[config.mk]
export PLATFORM = sky130hd
export DESIGN_NAME = modulo_transmisor_hamming
export DESIGN_NICKNAME = d
export VERILOG_FILES = /design/src/rtl/modulo_transmisor_hamming.sv
export SDC_FILE = /design/constraint.sdc
export NUM_CORES = 1
export LEC_CHECK = 0
export BUFFER_PORTS_ARGS = -buffer_cell sky130_fd_sc_hd__buf_4
export CELL_PAD_IN_SITES_DETAIL_PLACEMENT = 1
export CELL_PAD_IN_SITES_GLOBAL_PLACEMENT = 1
export CORE_MARGIN = 1.5
export CORE_UTILIZATION = 37
export CTS_CLUSTER_SIZE = 12
export DETAILED_ROUTE_END_ITERATION = 6
export PLACE_DENSITY_LB_ADDON = 0.1
export SYNTH_ARGS = -nofsm -noshare
export SYNTH_HDL_FRONTEND = slang
export SYNTH_SLANG_ARGS = --single-unit
[constraint.sdc]
create_clock -name clk -period 2.2 [get_ports clk]
set_input_delay 0.44 -clock clk [delete_from_list [all_inputs] [get_ports clk]]
set_output_delay 0.44 -clock clk [all_outputs]
set_load 0.01 [all_outputs]
[src/rtl/modulo_transmisor_hamming.sv]
// Hamming(7,4)+overall-parity encoder with a UART-style serialiser (start, 8 data LSB first, stop).
// Optional macro INYECCION_ERROR_EN adds port mascara_error, XORed into the word at accept.
module modulo_transmisor_hamming #(
  parameter int unsigned CICLOS_POR_BIT = 4
) (
  input  logic       clk,
  input  logic       rst,
  input  logic [3:0] datos_entrada,
  input  logic       dato_valido,
`ifdef INYECCION_ERROR_EN
  input  logic [7:0] mascara_error,
`endif
  output logic       listo,
  output logic [7:0] palabra_codificada,
  output logic       palabra_valida,
  output logic       tx,
  output logic       ocupado
);

  localparam int unsigned CNT_W = 8;
  localparam int unsigned IDX_W = 3;
  localparam logic [CNT_W-1:0] CNT_MAX = CNT_W'(CICLOS_POR_BIT - 1);
  localparam logic [IDX_W-1:0] IDX_MAX = IDX_W'(7);

  typedef enum logic [1:0] {REPOSO, INICIO, DATOS, PARADA} estado_t;

  estado_t          estado, estado_n;
  logic [CNT_W-1:0] cnt, cnt_n;
  logic [IDX_W-1:0] idx, idx_n;
  logic [7:0]       palabra_n;
  logic [7:0]       mascara;
  logic             tx_n, listo_n, ocupado_n, valida_n;
  logic             aceptar, fin_bit;

`ifdef INYECCION_ERROR_EN
  assign mascara = mascara_error;
`else
  assign mascara = 8'h00;
`endif

  // Word layout {p0,d4,d3,d2,p3,d1,p2,p1}; p0 makes the whole byte even parity.
  function automatic logic [7:0] codificar(input logic [3:0] d);
    logic [6:0] w;
    w[0] = d[0] ^ d[1] ^ d[3];
    w[1] = d[0] ^ d[2] ^ d[3];
    w[2] = d[0];
    w[3] = d[1] ^ d[2] ^ d[3];
    w[4] = d[1];
    w[5] = d[2];
    w[6] = d[3];
    return {^w, w};
  endfunction

  always_ff @(posedge clk) begin
    if (rst) begin
      estado             <= REPOSO;
      cnt                <= '0;
      idx                <= '0;
      palabra_codificada <= 8'h00;
      tx                 <= 1'b1;
      listo              <= 1'b0;
      ocupado            <= 1'b0;
      palabra_valida     <= 1'b0;
    end else begin
      estado             <= estado_n;
      cnt                <= cnt_n;
      idx                <= idx_n;
      palabra_codificada <= palabra_n;
      tx                 <= tx_n;
      listo              <= listo_n;
      ocupado            <= ocupado_n;
      palabra_valida     <= valida_n;
    end
  end

  // Next state and counters; outputs are derived from the next state so they are registered.
  always_comb begin
    estado_n  = estado;
    cnt_n     = cnt;
    idx_n     = idx;
    palabra_n = palabra_codificada;
    aceptar   = 1'b0;
    fin_bit   = (cnt == CNT_MAX);

    case (estado)
      REPOSO: begin
        if (dato_valido && listo) begin
          aceptar   = 1'b1;
          estado_n  = INICIO;
          cnt_n     = '0;
          idx_n     = '0;
          palabra_n = codificar(datos_entrada) ^ mascara;
        end
      end
      INICIO: begin
        if (fin_bit) begin
          cnt_n    = '0;
          estado_n = DATOS;
        end else begin
          cnt_n = cnt + CNT_W'(1);
        end
      end
      DATOS: begin
        if (fin_bit) begin
          cnt_n = '0;
          if (idx == IDX_MAX) begin
            idx_n    = '0;
            estado_n = PARADA;
          end else begin
            idx_n = idx + IDX_W'(1);
          end
        end else begin
          cnt_n = cnt + CNT_W'(1);
        end
      end
      PARADA: begin
        if (fin_bit) begin
          cnt_n    = '0;
          estado_n = REPOSO;
        end else begin
          cnt_n = cnt + CNT_W'(1);
        end
      end
      default: estado_n = REPOSO;
    endcase

    case (estado_n)
      INICIO:  tx_n = 1'b0;
      DATOS:   tx_n = palabra_n[idx_n];
      default: tx_n = 1'b1;
    endcase
    listo_n   = (estado_n == REPOSO);
    ocupado_n = (estado_n != REPOSO);
    valida_n  = aceptar;
  end

endmodule
# Word-level counts from Yosys, hierarchy flattened

Index checks and enable logic that the tools add are counted.

Add/subtract/negate cells: 2
$lt $le $gt $ge: 1
Equal/unequal tests: 8
Muxes and demuxes: 19
Bitwise logic cells: 7
Reduce and logical (&&, ||, !) cells: 7

Operators with widths:

| operator                                            | number |
|---|---|
| 2-to-1 mux 8 bit                                    | 4 |
| one-hot mux 8 bit (2 select lines)                  | 1 |
| 2-to-1 mux 2 bit                                    | 5 |
| 2-to-1 mux 3 bit                                    | 3 |
| adder 8 x 1 -> 8 bit (second input constant)        | 1 |
| == test 8 x 2 -> 1 bit (second input constant)      | 1 |
| one-hot mux 2 bit (4 select lines)                  | 1 |
| parity 7 bit                                        | 1 |
| == test 2 bit (second input constant)               | 3 |
| one-hot mux 3 bit (2 select lines)                  | 1 |
| XOR 1 bit                                           | 6 |
| == test 2 x 1 -> 1 bit (second input constant)      | 2 |
| logical NOT 2 bit                                   | 2 |
| < comparator 3 x 4 -> 1 bit (second input constant) | 1 |
| adder 3 x 1 -> 3 bit (second input constant)        | 1 |
| binary-select mux 1 bit (select 3 bit)              | 1 |
| == test 3 bit (second input constant)               | 1 |
| OR reduction 3 bit                                  | 1 |
| 2-to-1 mux 1 bit                                    | 2 |
| != test 2 bit (second input constant)               | 1 |
| one-hot mux 1 bit (2 select lines)                  | 1 |
| nonzero test 2 bit                                  | 1 |
| OR reduction 2 bit                                  | 1 |
| logical AND 1 bit                                   | 1 |
| inverter 1 bit                                      | 1 |

Flip-flop bits (word level): 25
Bits of input ports: 7
Output and inout port bits: 12
Word-level logic and storage cells: 52

# Depth between registers and ports, before layout

Gate-level depths: netlist of run 1.

Depth after elaboration: 8
Depth in mapped cells: 8
Depth with buffers taken out: 8

# Worst setup path before layout of run 1

No wires, ideal clock.

Path kind: register to register
Start point: register idx[0]
End point: register tx
Setup time: 0.131 ns
Arrival time: 1.954 ns
Required time: 2.069 ns
Slack: 0.115 ns
Stages on the path, launching flop included: 8
Buffers on the path: 0
Clock period less this slack: 2.085 ns
Path through: dfxtp_1 ha_1 ha_1 or4b_1 or3_1 a21o_1 nand4b_1 a32oi_1

Cells in the longest elaborated chain, start to end: 7
Elaborated cells on any way between the ends: 14
Classes of those cells: 1 x add/sub; 3 x eq/ne; 10 x mux

Ends and longest elaborated chain:

| what                                                  | line     | text |
|---|---|---|
| from (decl)                                           | 29       | `logic [IDX_W-1:0] idx, idx_n;` |
| from (signal assigned)                                | 67       | `idx <= idx_n;` |
| adder 3 x 1 -> 3 bit or == test 3 bit (tied branches) | 110, 106 |  |
| 2-to-1 mux 3 bit                                      | 106      | `if (idx == IDX_MAX) begin` |
| 2-to-1 mux 3 bit                                      | 104      | `if (fin_bit) begin` |
| one-hot mux 3 bit (2 select lines)                    | 85       | `case (estado)` |
| binary-select mux 1 bit (select 3 bit)                | 129      | `DATOS: tx_n = palabra_n[idx_n];` |
| 2-to-1 mux 1 bit (not written as such)                | 129      |  |
| one-hot mux 1 bit (2 select lines) *                  | 127      | `case (estado_n)` |
| to (signal assigned)                                  | 69       | `tx <= tx_n;` |
| to (decl)                                             | 16       | `output logic tx,` |

Every way passes the cells marked *; elsewhere a longest branch is shown, timed or not. The select of a mux whose other input is x is not followed.
A chain may end at the register's enable or synchronous reset.

# Final worst setup path of run 1

Same ends and word-level chain as after synthesis.

==> results of run 1 <==
-- worst min-delay path by stage --
stage | startpoint | slack [ps] | cells after the start | to
floorplan | cnt[1] | 450 | 2 | cnt[1]
global placement | palabra_codificada[1] | 460 | 2 | palabra_codificada[1]
detailed placement | palabra_codificada[1] | 470 | 2 | palabra_codificada[1]
CTS | datos_entrada[2] | 360 | 3 | palabra_codificada[5]
global route | datos_entrada[3] | 350 | 3 | palabra_codificada[6]
finish | datos_entrada[2] | 370 | 3 | palabra_codificada[5]
-- metal layers --
layer / part of all wire, % / wire, microns / track usage [%] / vias to the layer above
li1: - / - / - / 623
met1: 50 / 1671 / 26.55 / 595
met2: 46 / 1559 / 30.38 / 17
met3: 2.8 / 95 / 3.063 / 4
met4: 0.92 / 31 / 5.000 / 0
met5: 0 / 0 / 0 / -
-- layout make-up --
cell class | count | area, sq um
Clock buffer | 3 | 22.52
Clock inverter | 1 | 5.005
Fill cell | 433 | 1808
Inverter | 2 | 7.507
Multi-Input combinational cell | 126 | 774.5
Sequential cell | 25 | 500.5
Tap cell | 46 | 57.56
Timing Repair Buffer | 25 | 187.7
-- repair_timing --
item,4_1_cts,5_1_grt
endpoints found under the setup margin,0,1
gates resized for setup,0,1
hold buffers,0,0
-- synth_stat cells (2+ instances only) --
cell	count
nor2_1	15
mux2i_1	5
nor3_1	5
o21ai_0	7
nand2b_1	2
nor3b_1	5
a21oi_1	18
xor2_1	7
nor2b_1	3
ha_1	3
and3_2	2
a32oi_1	2
inv_1	2
nand2_1	23
nand3_1	7
dfxtp_1	25
a311oi_1	2
a31oi_1	3
clkbuf_1	5
-- cell families (layout without fill, tap and decap cells) --
family / after synthesis / in the layout / synth area share, %
AND/OR/NAND/NOR: 72 / 72 / 30.05
AO/OA/AOI/OAI: 39 / 39 / 17.61
adder cells (fa/ha/maj): 3 / 3 / 2.871
buffers and inverters: 9 / 31 / 2.679
flip-flops: 25 / 25 / 38.28
XOR/XNOR: 7 / 7 / 4.689
multiplexers: 5 / 5 / 3.828
-- state kept, by name (all words and copies together), names as in the netlist --
register	flops
estado	2
palabra_codificada	8
ocupado	1
listo	1
idx	3
palabra_valida	1
cnt	8
tx	1
-- worst max-delay path: cells and delay by family, from the launching register on --
family | cells | cell delay [ps]
simple gates | 3 | 990
fa+ha+maj | 2 | 380
flops | 1 | 340
compound gates | 2 | 310
-- layout by cell type (no fill, tap or decap), types with 5 or more instances in the layout --
cell type	n
a21oi_1	18
buf_4	25
dfxtp_1	25
mux2i_1	5
nand2_1	23
nand3_1	7
nor2_1	15
nor3_1	5
nor3b_1	5
o21ai_0	7
xor2_1	7
-- metrics by stage --
step	cell area, sq um	setup slack, ps	power, mW	hold slack [ps]	utilization, %
after floorplan	1308	114.7	0.5737	448.8	-
after global placement	1525	190.2	0.6349	461.5	45.35
after detailed placement	1525	107.5	0.6393	467.5	45.35
after CTS	1553	89.62	0.8606	358.8	46.17
after global routing	1555	2.369	0.8986	349.6	46.24
final	1555	98.13	0.8470	365.9	46.24
-- power by group through the flow --
stage | logic [mW] | clock network (mW) | registers (mW)
2_1_floorplan | 0.0762 | 0 | 0.497
5_1_grt | 0.160 | 0.250 | 0.489
3_5_place_dp | 0.144 | 0 | 0.496
3_3_place_gp | 0.140 | 0 | 0.495
6_report | 0.142 | 0.219 | 0.486
4_1_cts | 0.144 | 0.230 | 0.486
==> metrics.txt, run 1 <==
outcome=finished, final reports clean; Min Clock Period, post-route=2102 ps; Clock Sink Count=25; Core Footprint=~0.0034 sq mm; Yosys cell types=38; remaining antenna violation count=0; Arrival @ worst endpoint=2370 ps; Int Pwr=0.6003 mW; All-Layer GR Usage=approximately a fifth; detailed-router iteration count before antenna repair=4; Avg WL per Cell=14.73 microns; register share of total power=57.3%; full die area=slightly below 0.004 sq mm; Finished Layout Cells=228; R2R cell count=7; Synth area leaders=dfxtp_1, a21oi_1, nand2_1; Pleak=between 0.6 and 0.7 nW; worst r2r src=idx[0]; startpoint types=flop; setup bufs post-CTS=0; YS warnings=0; first-pass GRT wire length=5.920 mm; FMAX=475.8 MHz; final WL=3.358 mm; CP dominant cell by count=ha_1; Avg Vias per Cell=5.434; Critical Path Max Stage Delay=520 ps; top_reg_cell synth=dfxtp_1; Clock Skew=5.281 ps; top cell type's share of synthesized area=38.28%; Clk pwr share=around 26%; Post-synth ARST share=0%; Post-Syn Area=0.001308 sq mm; Critical Path Source=idx[0]; FF+latch count, synth=25; initial antenna violation count=0; Area Overhead vs Synth=18.95%; critical path class=reg2reg; Final #Nets=193; width of the die=62.45 microns; Antenna diodes=0; vias in the first global route=1,264; row count=21; clock-pin slew of the registers on the worst-case setup and hold paths=about 150 ps; CTS tree=done; crit end category=flop; number of flops mapped to enable cells by yosys=0; Worst Max-Slew Pin Slew=roughly 630 ps; post-DP HPWL=2.593 mm; Max Cap Violations=0; layout cells sized above 1=20.33%; RePlAce Congestion=0.7698; CP Max Fanout=2; Setup violations, final=0; Die H=62.45 microns; clk buf depth=2; total negative setup slack=0 ps; # IOs=19; effective utilization at floorplan=38.88%; Worst Hold Class=in2reg; Yosys top cell by area=dfxtp_1; syn avg cell area=8.172 sq um; Vias=1,239; Overflow after GRT=0; number of DRC markers in iteration 0=46; Syn Nets=170; FF-to-FF End=tx; RSZ-0062 raised after global routing=no; flop-to-flop setup slack=100 ps; Critical Path End=tx; Comb power frac=between 10% and 20%; worst skew pair latency=around 330 ps; post-synthesis sequential area ratio=38.28%; pwr dens=544.6 mW/mm^2; Tcrit/Tclk final=95.54%; DRC Markers=0; Port Buffers=18; H-tree levels=1; Slew HR=58.00%; Slowest-stage cell, CP=or4b_1; Peak VDD IR=0.2548 mV; Fin. Hold Viols=0; largest net degree at the start of global routing=27; P_sw=0.2467 mW; WP data required=2460 ps; root buffer cell=clkbuf_4; placed insts=224; Net Sw Frac=29.13%; max-slew violation count=0; TritonCTS buffer count=3; CP Cell Sequence=ha_1, ha_1, or4b_1, or3_1, o211ai_1, nand4b_1, a32oi_1; Cells after Synth=160
Power figures use the tool's default switching activity.
==> run 2: changes to the inputs <==
- CORE_MARGIN: 1.5 -> unset
- clock period: 2.2 -> 1.8 ns (I/O delays scaled with it)
==> metrics.txt, run 2 (synthesized netlist as in run 1, its figures left out) <==
Finished Layout Cells=247 (+8.3%); met2 routing resource usage after global routing=34.16% (+3.8 points); pre-CTS setup slack=-230.9 ps (-338.4 ps); initial antenna violation count=0 (unchanged); CP dominant cell by count=ha_4; FMAX=497.8 MHz (+4.6%); Avg Vias per Cell=5.377 (-1.1%); Setup violations, final=5 (+5); FF-to-FF End=tx; RSZ-0062 raised after global routing=yes; Min Clock Period, post-route=2009 ps (-92.93 ps); Hold Path Sink=palabra_codificada[6]; first-pass GRT wire length=5.796 mm (-2.1%); full die area=0.003775 sq mm (-3.2%); worst skew pair latency=330 ps (about the same); Net Sw Frac=28.75% (-0.37 points); CP top delay family=simple AND/OR/NAND/NOR gates; R2R cell count=7 (unchanged); final WL=3.814 mm (+14%); violated checks=setup timing; Clock Sink Count=25 (unchanged); layout cells sized above 1=33.33% (+13 points); critical path class=reg2reg; met3 Use GR=3.151% (+0.088 points); pwr dens=589.0 mW/mm^2 (+8.2%); Slowest-stage cell, CP=or4b_4; Stages on worst setup path=7 (unchanged); CP Max Fanout=2 (unchanged); DRC Markers=0 (unchanged); most frequent cells in the layout=buf_4, nand2_1, dfxtp_1; placed insts=239 (+6.7%); Pleak=0.7238 nW (+19%); Final #Nets=212 (+9.8%); crit end category=flop; Clk pwr share=24.8% (-1.1 points); Clock Skew=10.84 ps (+5.555 ps); TritonCTS buffer count=3 (unchanged); Core Footprint=0.003363 sq mm (unchanged); CP Cell Sequence=ha_4, ha_4, or4b_4, or3_4, o211ai_1, nand4b_1, a32oi_1; max-slew violation count=0 (unchanged); Peak VDD IR=0.3471 mV (+36%); Reg area=505.5 sq um (+1.0%); remaining antenna violation count=0 (unchanged); Vias=1,328 (+7.2%); cts hold-fix bufs=0 (unchanged); Int Pwr=0.7441 mW (+24%); total power draw=1.044 mW (+23%); Arrival @ worst endpoint=2270 ps (-100 ps); flop-to-flop setup slack=-210 ps (-310 ps); All-Layer GR Usage=21.08% (+2.1 points); register share of total power=56.8% (-0.5 points); Max Cap Violations=0 (unchanged); Tcrit/Tclk final=111.6% (+16 points); Port Buffers=18 (unchanged); Antenna diodes=0 (unchanged); vias in the first global route=1,231 (-2.6%); P_sw=0.3003 mW (+22%); clock-pin slew of the registers on the worst-case setup and hold paths=140 ps (about the same); Final WS setup=-208.9 ps (-307.1 ps); outcome=finished, violations left; largest net degree at the start of global routing=27 (unchanged); Top Usage Layer GRT=met2; effective utilization at floorplan=38.88% (unchanged); Hold Slack=286.7 ps (-79.27 ps); root buffer cell=clkbuf_4; area occupied by multi-input gates=840.8 sq um (+8.6%); Die H=61.45 microns (-1.6%); H-tree levels=1 (unchanged); Comb power frac=18.4% (+1.6 points); Overflow after GRT=0 (unchanged); WP data required=2060 ps (-400 ps); clk buf depth=2 (unchanged); min-delay src=datos_entrada[3]; biggest regs=cnt: 8 flops, palabra_codificada: 8 flops, idx: 3 flops; Worst Hold Class=in2reg; Fin. Hold Viols=0 (unchanged); startpoint types=flop; Area Overhead vs Synth=35.60%; # IOs=19 (unchanged); RePlAce Congestion=0.7704 (about the same); met1 GRT Util=29.16% (+2.6 points); Worst Max-Slew Pin Slew=301.1 ps (-324.8 ps); width of the die=61.45 microns (-1.6%); detailed-router iteration count before antenna repair=4 (unchanged); row count=21 (unchanged); post-DP HPWL=2.794 mm (+7.7%); number of DRC markers in iteration 0=58 (+26%); buffers plus inverters on the worst setup path=0 (unchanged); hold depth=3 (unchanged); commonest non-fill, non-tap cell in the layout=buf_4; Critical Path Max Stage Delay=480 ps (-40 ps); # fillers=438 (+1.2%); Avg WL per Cell=15.44 microns (+4.8%); CTS tree=done; total negative setup slack=-274.0 ps (-274.0 ps); worst r2r src=idx[0]; Slew HR=79.93% (+22 points)
run 2: cell types whose count changed in the layout (fill, tap and decap cells not counted), sizes merged:
| cell | delta |
|---|---|
| buf | +19 |
run 2: how the worst max path moves through the flow:
stage,from,to,slack [ps]
6_report,idx[0],tx,-210
2_1_floorplan,idx[0],tx,-170
3_3_place_gp,cnt[1],tx,-170
4_1_cts,idx[0],tx,-230
3_5_place_dp,cnt[1],tx,-230
5_1_grt,cnt[0],tx,-280
run 2: power by group through the flow:
stage / Clock (mW) / Sequential [mW] / Combinational (mW)
5_1_grt: 0.284 / 0.596 / 0.212
4_1_cts: 0.270 / 0.594 / 0.191
6_report: 0.259 / 0.593 / 0.192
3_3_place_gp: 0 / 0.603 / 0.181
3_5_place_dp: 0 / 0.604 / 0.187
2_1_floorplan: 0 / 0.608 / 0.0932
run 2: layout make-up:
cell class                      instances  share of cell area [%]
Clock buffer                            3                   1.270
Clock inverter                          1                  0.2823
Inverter                                2                  0.4234
Multi-Input combinational cell        126                   47.42
Sequential cell                        25                   28.51
Tap cell                               46                   3.246
Timing Repair Buffer                   44                   18.84
run 2: repair_timing:
action | CTS | global route
pin swaps | 7 | 6
endpoints found under the setup margin | 7 | 6
buffers inserted | 1 | 4
resized for setup | 12 | 3
run 2: worst reg2reg max path, delay by kind of cell (launching register included):
kind | cells | cell delay, ps
AND/OR/NAND/NOR | 3 | 1000
flip-flops | 1 | 360
adder cells (fa/ha/maj) | 2 | 320
AO/OA/AOI/OAI | 2 | 270
run 2: layer usage:
layer | vias up | routed length (microns)
met5 | - | 0
met4 | 0 | 23
met3 | 2 | 101
met2 | 19 | 1813
met1 | 656 | 1875
li1 | 651 | -
run 2: metrics by stage:
stage / util, % / area, sq um
2_1_floorplan: - / 1324
3_3_place_gp: 49.18 / 1654
3_5_place_dp: 49.18 / 1654
4_1_cts: 51.82 / 1743
5_1_grt: 52.72 / 1773
6_report: 52.72 / 1773
==> run 3: changes to the inputs <==
- CORE_UTILIZATION: 37 -> 44
- clock period: 1.8 -> 2.52 ns (I/O delays scaled with it)
==> metrics.txt, run 3 (synthesized netlist as in run 1, its figures left out) <==
Min Clock Period, post-route=2304 ps (+295.4 ps); Worst Max-Slew Pin Slew=660.1 ps (+359.0 ps); final WL=3.458 mm (-9.3%); total negative setup slack=0 ps (+274.0 ps); setup bufs post-CTS=0 (-1); Net Sw Frac=30.20% (+1.5 points); area occupied by multi-input gates=779.5 sq um (-7.3%); largest net degree at the start of global routing=27 (unchanged); R2R cell count=8 (+1); root buffer cell=clkbuf_4; Clock Skew=5.080 ps (-5.755 ps); full die area=0.003193 sq mm (-15%); met2 routing resource usage after global routing=35.63% (+1.5 points); min-delay src=datos_entrada[3]; TritonCTS buffer count=3 (unchanged); Setup violations, final=0 (-5); Max Cap Violations=0 (unchanged); hold depth=3 (unchanged); most frequent cells in the layout=dfxtp_1, nand2_1, buf_4; startpoint types=flop; detailed-router iteration count before antenna repair=4 (unchanged); remaining antenna violation count=0 (unchanged); H-tree levels=1 (unchanged); Tcrit/Tclk final=91.44% (-20 points); met3 Use GR=3.687% (+0.54 points); max-slew violation count=0 (unchanged); WP data required=2800 ps (+740 ps); clk buf depth=2 (unchanged); All-Layer GR Usage=23.23% (+2.2 points); Area Overhead vs Synth=15.21%; row count=19 (-9.5%); Clk pwr share=27.0% (+2.2 points); Die H=56.51 microns (-8.0%); Pleak=0.5868 nW (-19%); Worst Hold Class=in2reg; # IOs=19 (unchanged); Avg Vias per Cell=5.962 (+11%); biggest regs=cnt: 8 flops, palabra_codificada: 8 flops, idx: 3 flops; worst r2r src=idx[0]; Hold Slack=423.9 ps (+137.3 ps); commonest non-fill, non-tap cell in the layout=dfxtp_1; effective utilization at floorplan=47.01% (+8.1 points); post-route cell area=0.001506 sq mm (-15%); vias in the first global route=1,260 (+2.4%); Int Pwr=0.5223 mW (-30%); Critical Path Source=idx[0]; Clock Sink Count=25 (unchanged); worst skew pair latency=340 ps (about the same); CTS tree=done; critical path class=reg2reg; dpl cell area=0.001469 sq mm (-11%); RePlAce Congestion=0.8572 (+11%); DRC Markers=0 (unchanged); Arrival @ worst endpoint=2580 ps (+310 ps); first-pass GRT wire length=5.851 mm (+0.95%); Avg WL per Cell=16.63 microns (+7.7%); FMAX=434.0 MHz (-13%); CP Max Fanout=7 (+5); register share of total power=56.7% (about the same); P_sw=0.2260 mW (-25%); number of DRC markers in iteration 0=42 (-28%); RSZ-0062 raised after global routing=no; post-DP HPWL=2.536 mm (-9.2%); Peak VDD IR=0.3507 mV (+1.0%); Overflow after GRT=0 (unchanged); Final #Nets=188 (-11%); clock-pin slew of the registers on the worst-case setup and hold paths=160 ps (+20 ps); met1 GRT Util=31.84% (+2.7 points); Reg area=500.5 sq um (-0.99%); Slew HR=55.70% (-24 points); Vias=1,240 (-6.6%); initial antenna violation count=0 (unchanged); # fillers=363 (-17%); Port Buffers=18 (unchanged); Core Footprint=0.002781 sq mm (-17%); width of the die=56.51 microns (-8.0%); Comb power frac=16.3% (-2.1 points); layout cells sized above 1=18.08% (-15 points); Top Usage Layer GRT=met2; Fin. Hold Viols=0 (unchanged); Antenna diodes=0 (unchanged); outcome=finished, final reports clean; pwr dens=496.7 mW/mm^2 (-16%); crit end category=flop
## run 3: changes by cell type in the layout (fill, tap and decap cells not counted), sizes merged
cell      previous run  this run
clkinv               1         0
clkinvlp             0         1
buf                 44        20
## run 3: path summary, 6_finish.rpt
kind,to,slack [ps]
setup / recovery,tx,220
hold / removal,palabra_codificada[6],420
setup reg to reg,tx,220
hold reg to reg,cnt[1],490
## run 3: cell type report
type                    instances  share of cell area, %
multi-input cells             126                  51.74
flip-flops and latches         25                  33.22
repair buffers                 20                  9.967
well taps                      31                  2.575
clock buffers                   3                  1.495
clock inverters                 1                 0.4983
inverters                       2                 0.4983
## run 3: metrics by stage
stage | instances | setup slack, ps | total power, mW | util [%]
2_1_floorplan | 160 | 434.7 | 0.5008 | -
4_1_cts | 208 | 228.4 | 0.7519 | 53.89
3_5_place_dp | 204 | 282.4 | 0.5547 | 52.81
3_3_place_gp | 204 | 374.1 | 0.5486 | 52.81
5_1_grt | 208 | 27.13 | 0.7761 | 54.16
6_report | 208 | 215.6 | 0.7483 | 54.16
## run 3: worst max-delay path: stages, from the launching register on
cell     delay (ps)
dfxtp_1         410
ha_1            240
ha_1            270
or4b_1          530
nor3_1          220
a21oi_1         110
mux2i_1         180
o22ai_1         100
a32oi_1         160
## run 3: power by group through the flow
stage	sequential (mW)	clock (mW)	combinational (mW)
after floorplan	0.434	0	0.0666
after global placement	0.432	0	0.116
after detailed placement	0.433	0	0.122
after CTS	0.425	0.205	0.123
after global routing	0.427	0.214	0.135
final	0.424	0.202	0.122
## run 3: routing by layer
metal | wire (microns) | part of all wire [%] | vias up
li1 | - | - | 604
met1 | 1666 | 48 | 597
met2 | 1580 | 46 | 31
met3 | 149 | 4.3 | 8
met4 | 61 | 1.8 | 0
met5 | 0 | 0 | -
## run 3: repair_timing
item	CTS	global route
setup endpoints to repair	0	1
resized for setup	0	1
hold buffers	0	0
